File: config.mk
export PLATFORM = sky130hd
export DESIGN_NAME = dbg_frame_streamer
export DESIGN_NICKNAME = d
export VERILOG_FILES = /design/src/rtl/dbg_frame_streamer.sv
export SDC_FILE = /design/constraint.sdc
export NUM_CORES = 1
export LEC_CHECK = 0
export ABC_AREA = 1
export CAP_MARGIN = 20
export CORE_ASPECT_RATIO = 0.75
export CORE_MARGIN = 3
export CORE_UTILIZATION = 35
export CTS_BUF_LIST = sky130_fd_sc_hd__clkbuf_2 sky130_fd_sc_hd__clkbuf_4 sky130_fd_sc_hd__clkbuf_8
export DETAILED_ROUTE_END_ITERATION = 12
export PLACE_DENSITY = 0.57
export SYNTH_ARGS = -nofsm -noshare
export SYNTH_HDL_FRONTEND = slang
export SYNTH_SLANG_ARGS = --single-unit
File: constraint.sdc
create_clock -name clk -period 10.8 [get_ports clk]
set_input_delay 2.16 -clock clk [delete_from_list [all_inputs] [get_ports clk]]
set_output_delay 2.16 -clock clk [all_outputs]
set_load 0.01 [all_outputs]
File: src/rtl/dbg_frame_streamer.sv
// ---------------------------------------------------------------------------
// dbg_frame_streamer
//
// Purpose:
//   Captures a snapshot of NUM_BYTES debug bytes on a qualified trigger edge
//   and streams it to a byte-wide UART as a framed packet:
//     [SYNC_BYTE] seq data[NUM_BYTES-1] .. data[0] [checksum]
//   The checksum is the mod-256 sum of the seq byte and all data bytes.
//   Triggers that arrive while a frame is in flight are counted in 'dropped'.
//
// Ports:
//   clk             device clock, rising edge
//   rst_n           asynchronous active-low reset
//   trig_in         trigger level, asynchronous to clk
//   qual            trigger qualifier (used in mode 2'b10)
//   mode            00 off, 01 every edge, 10 edge AND qual, 11 single-shot
//   snap_data       flat debug vector, byte NUM_BYTES-1 at the MSBs
//   is_transmitting UART busy flag
//   transmit        one-cycle send request to the UART
//   tx_byte         byte to send, valid while transmit=1, held otherwise
//   busy            a frame is in flight
//   seq             sequence number of the next frame
//   dropped         saturating count of accepted triggers lost to overrun
// ---------------------------------------------------------------------------
module dbg_frame_streamer #(
    parameter int         NUM_BYTES = 14,
    parameter int         SYNC_EN   = 1,
    parameter logic [7:0] SYNC_BYTE = 8'hA5,
    parameter int         CSUM_EN   = 1
) (
    input  logic                   clk,
    input  logic                   rst_n,
    input  logic                   trig_in,
    input  logic                   qual,
    input  logic [1:0]             mode,
    input  logic [NUM_BYTES*8-1:0] snap_data,
    input  logic                   is_transmitting,
    output logic                   transmit,
    output logic [7:0]             tx_byte,
    output logic                   busy,
    output logic [7:0]             seq,
    output logic [7:0]             dropped
);

    localparam int FRAME_LEN = NUM_BYTES + 1 + SYNC_EN + CSUM_EN;
    localparam int IDX_W     = $clog2(FRAME_LEN);
    localparam int SEQ_POS   = SYNC_EN;
    localparam int DATA_POS  = SYNC_EN + 1;

    localparam logic [IDX_W-1:0] LAST_IDX = IDX_W'(FRAME_LEN - 1);

    localparam logic [1:0] ST_IDLE  = 2'd0;
    localparam logic [1:0] ST_SEND  = 2'd1;
    localparam logic [1:0] ST_GUARD = 2'd2;
    localparam logic [1:0] ST_WAIT  = 2'd3;

    logic                   trig_s1;
    logic                   trig_s2;
    logic                   trig_s3;
    logic                   trig_edge;
    logic                   shot_flag;
    logic                   accept;
    logic [1:0]             state;
    logic [IDX_W-1:0]       byte_idx;
    logic [NUM_BYTES*8-1:0] snap_reg;
    logic [7:0]             seq_lat;
    logic [7:0]             tx_hold;
    logic [7:0]             csum;
    logic [7:0]             cur_byte;

    // Two flops resynchronise trig_in; the third only serves edge detection.
    always_ff @(posedge clk or negedge rst_n) begin
        if (!rst_n) begin
            trig_s1 <= 1'b0;
            trig_s2 <= 1'b0;
            trig_s3 <= 1'b0;
        end else begin
            trig_s1 <= trig_in;
            trig_s2 <= trig_s1;
            trig_s3 <= trig_s2;
        end
    end

    assign trig_edge = trig_s2 & ~trig_s3;

    always_comb begin
        accept = 1'b0;
        if (trig_edge) begin
            case (mode)
                2'b01:   accept = 1'b1;
                2'b10:   accept = qual;
                2'b11:   accept = ~shot_flag;
                default: accept = 1'b0;
            endcase
        end
    end

    // Single-shot arm: leaving mode 11 re-arms for the next time it is selected.
    always_ff @(posedge clk or negedge rst_n) begin
        if (!rst_n) begin
            shot_flag <= 1'b0;
        end else if (mode != 2'b11) begin
            shot_flag <= 1'b0;
        end else if (accept) begin
            shot_flag <= 1'b1;
        end
    end

    always_comb begin
        csum = seq_lat;
        for (int i = 0; i < NUM_BYTES; i++) begin
            csum = csum + snap_reg[i*8 +: 8];
        end
    end

    // Frame position -> byte. The checksum is the fallback because it is the
    // only position not matched below (and unreachable when CSUM_EN=0).
    always_comb begin
        cur_byte = csum;
        for (int i = 0; i < NUM_BYTES; i++) begin
            if (byte_idx == IDX_W'(DATA_POS + i)) begin
                cur_byte = snap_reg[(NUM_BYTES-1-i)*8 +: 8];
            end
        end
        if (byte_idx == IDX_W'(SEQ_POS)) begin
            cur_byte = seq_lat;
        end
        if (SYNC_EN != 0 && byte_idx == '0) begin
            cur_byte = SYNC_BYTE;
        end
    end

    // transmit is decoded from state so a reset drops it without waiting a clock.
    assign transmit = (state == ST_SEND);
    assign tx_byte  = transmit ? cur_byte : tx_hold;

    always_ff @(posedge clk or negedge rst_n) begin
        if (!rst_n) begin
            state    <= ST_IDLE;
            byte_idx <= '0;
            snap_reg <= '0;
            seq_lat  <= 8'h00;
            tx_hold  <= 8'h00;
            busy     <= 1'b0;
            seq      <= 8'h00;
            dropped  <= 8'h00;
        end else begin
            if (accept && state != ST_IDLE && dropped != 8'hFF) begin
                dropped <= dropped + 8'd1;
            end
            case (state)
                ST_IDLE: begin
                    if (accept) begin
                        snap_reg <= snap_data;
                        seq_lat  <= seq;
                        byte_idx <= '0;
                        busy     <= 1'b1;
                        state    <= ST_SEND;
                    end
                end
                ST_SEND: begin
                    tx_hold <= cur_byte;
                    state   <= ST_GUARD;
                end
                // The UART raises its busy flag a cycle after the request, so
                // is_transmitting is not trusted here.
                ST_GUARD: begin
                    state <= ST_WAIT;
                end
                ST_WAIT: begin
                    if (!is_transmitting) begin
                        if (byte_idx == LAST_IDX) begin
                            busy  <= 1'b0;
                            seq   <= seq + 8'd1;
                            state <= ST_IDLE;
                        end else begin
                            byte_idx <= byte_idx + IDX_W'(1);
                            state    <= ST_SEND;
                        end
                    end
                end
                default: begin
                    state <= ST_IDLE;
                end
            endcase
        end
    end

endmodule
==> impl_results.md <==
- Status: completed
- R2R Path Start: seq_lat[2]
- DR iter-0 viols: 574
- Fraction of layout cells with a size suffix above 1: 0.06419
- Crit path buffers/inverters: 6
- CP Launch Type: flop
- First-pass GRT wire length: 46,100 um
- Via/cell ratio: 4.656
- Gpl congestion: 0.9079
- Register area: 3904 sq um
- Hpwl dp: 22,820 um
- Worst Path Required: 8640 ps
- Critical Path Sink Type: primary output
- Most Frequent Cell on Critical Path: nand2_1
- Crit path capture: tx_byte[6]
- Multiplexer area fraction after synthesis: 0.001109
- Yosys cell types: between 40 and 50
- Worst R2R End: tx_hold[6]
- Ys Warns: 0
- Post-synthesis sequential area ratio: 0.3844
- Yosys reg bits: 156
- # Post-CTS Setup Buffers: 0
- Max_slew headroom: 0.4068
- PostCTS Resize Cnt: 0
- Fin crit share: 0.8879
- Adder-cell share of the synthesized area: 0.1868
- Setup crit start: seq_lat[2]
- Ys async rst share: 1.000
- Clock Tree Buf Depth: 2
- Vias in the first global route: 8,110
- Xor and xnor area share after synthesis: 0.02156
- Max Slew Vio Count: 0
- Syn Area/Cell: 8.270 sq um
- Overall Global Routing Usage: 0.1921
- Ant diodes: 0
- Total CTS buffers: 17
- Critical path's top delay family: adder cells
- Setup TNS: 0 ps
- Worst hold path type: flop to flop
- Post-Route WL: 29,060 um
- R2r setup slk: 4210 ps
- CTS root buffer: clkbuf_8
- TritonCTS clock tree: done
- Most frequent cells in the layout: 428 x nand2_1, 186 x inv_1, 156 x dfrtp_1, 143 x clkdlybuf4s50_1, 86 x o21ai_0
- Multi-input logic area: 5343 sq um
- Critical Path AT: 7430 ps
- # fillers: between 2,000 and 3,000
- Max_cap viols: 0
- Post-Syn Instances: 1,228
- Syn-to-layout area delta: 22.00%
- Largest net degree at the start of global routing: 97
- Largest family of logic cells by synthesized area: simple AND/OR/NAND/NOR gates
- Row count: between 50 and 60
- Post-synth top flop: dfrtp_1
- Worst-path clk slew: 80 ps
- Crit Path Max Fanout: 2
- DR vias: between 8,000 and 9,000
- Achievable clock frequency: 0.1043 GHz
- Critical Path Stages: 35
- Initial antenna violation count: 0
- Core area: 28,320 sq um
- Syn Nets: 1,450
- CTS Hold Bufs: 0
- TritonCTS sink count: 156
- Final setup fails: 0
- Clock Skews: 14.98 ps
- Slew @ Worst Pin: approximately 890 ps
- Die area: 31,120 sq um
- I/O pin total: approximately 150
- Max reg flops: 112
- Input/output buffers: 144
- Tmin final: about 9600 ps
- CTS H-tree lvls: 4
- Synth Cell Area: 10,160 sq um
- Die Y: 153.5 um
- Synth Area in Simple Gates: 0.2200
- Slowest-stage cell, CP: fa_1
- Later-pin clock latency in the skew report: 470 ps
- Die Span X: 202.7 um
- Post-route ant nets: 0
- NumNets Final: roughly 1,600
- Drt drc: 0
- 1st-pass router iterations: 5
- Reg2Reg Depth: 34
- Most common cell after layout, fill and taps aside: nand2_1
- Max incr delay on CP: 560 ps
- RSZ-0062 raised after global routing: false
- Total grt overflow: 0
- Final hold vios: 0
- Initial Util: 0.3587
- Routed length per placed instance: 16.55 um
- Crit path kind: flop to primary output
- Number of enable flip-flop cells after synthesis: 0
- Synth Area in Compound Gates: 0.09585
## worst min path at each step
stage / start / to / slack, ps / depth (start not counted)
global placement: trig_s1 / trig_s2 / 330 / 0
finish: trig_s1 / trig_s2 / 350 / 0
CTS: trig_s1 / trig_s2 / 360 / 0
detailed placement: trig_s1 / trig_s2 / 330 / 0
global route: trig_s1 / trig_s2 / 380 / 0
floorplan: trig_s1 / trig_s2 / 330 / 0
## area by class of cell
type | instances | area share
tap | 385 | 0.03888
inverter | 198 | 0.06018
sequential | 156 | 0.3151
clock inverter | 11 | 0.01353
clock buffer | 20 | 0.02171
multi-input combinational | 837 | 0.4312
timing repair buffer | 149 | 0.1195
## metrics by stage
step                utilization  instance area, sq um  setup WS (ps)  std cells  hold WS, ps
floorplan                     -                 10160           3138       1228        331.2
global placement         0.4222                 11950           1692       1725        334.5
detailed placement       0.4222                 11950           1776       1725        334.7
CTS                      0.4376                 12390           1202       1756        355.6
global route             0.4376                 12390          774.8       1756        375.2
finish                   0.4376                 12390           1210       1756        354.1
## cells in the mapped netlist (all sizes together) (5+ instances only)
master / count / share of area
nand2: 430 / 0.16
inv: 197 / 0.073
dfrtp: 156 / 0.38
o21ai: 103 / 0.053
fa: 81 / 0.16
nor2: 51 / 0.025
nand3: 39 / 0.021
a21oi: 30 / 0.016
clkbuf: 28 / 0.011
ha: 22 / 0.027
o211ai: 20 / 0.019
xnor2: 14 / 0.012
xor2: 11 / 0.0095
or2: 10 / 0.0062
buf: 9 / 0.0062
o22ai: 5 / 0.0037
## logic make-up (layout without fill, tap and decap cells)
family / Yosys count / count (layout)
mux: 1 / 1
compound gates: 164 / 164
flops: 156 / 156
xor+xnor: 25 / 25
simple gates: 544 / 544
fa+ha+maj: 103 / 103
buf+inv: 235 / 378
## metal layers
metal | vias up | GRT usage | part of all wire
met2 | 224 | 0.2670 | 0.41
met4 | 0 | 0.03989 | 0.0098
met1 | 3915 | 0.3087 | 0.52
met3 | 17 | 0.03619 | 0.056
met5 | - | 0 | 0
li1 | 4020 | - | -
Power is not shown: default switching activity piles up to over one toggle a cycle in this logic, so the estimate is an artifact.
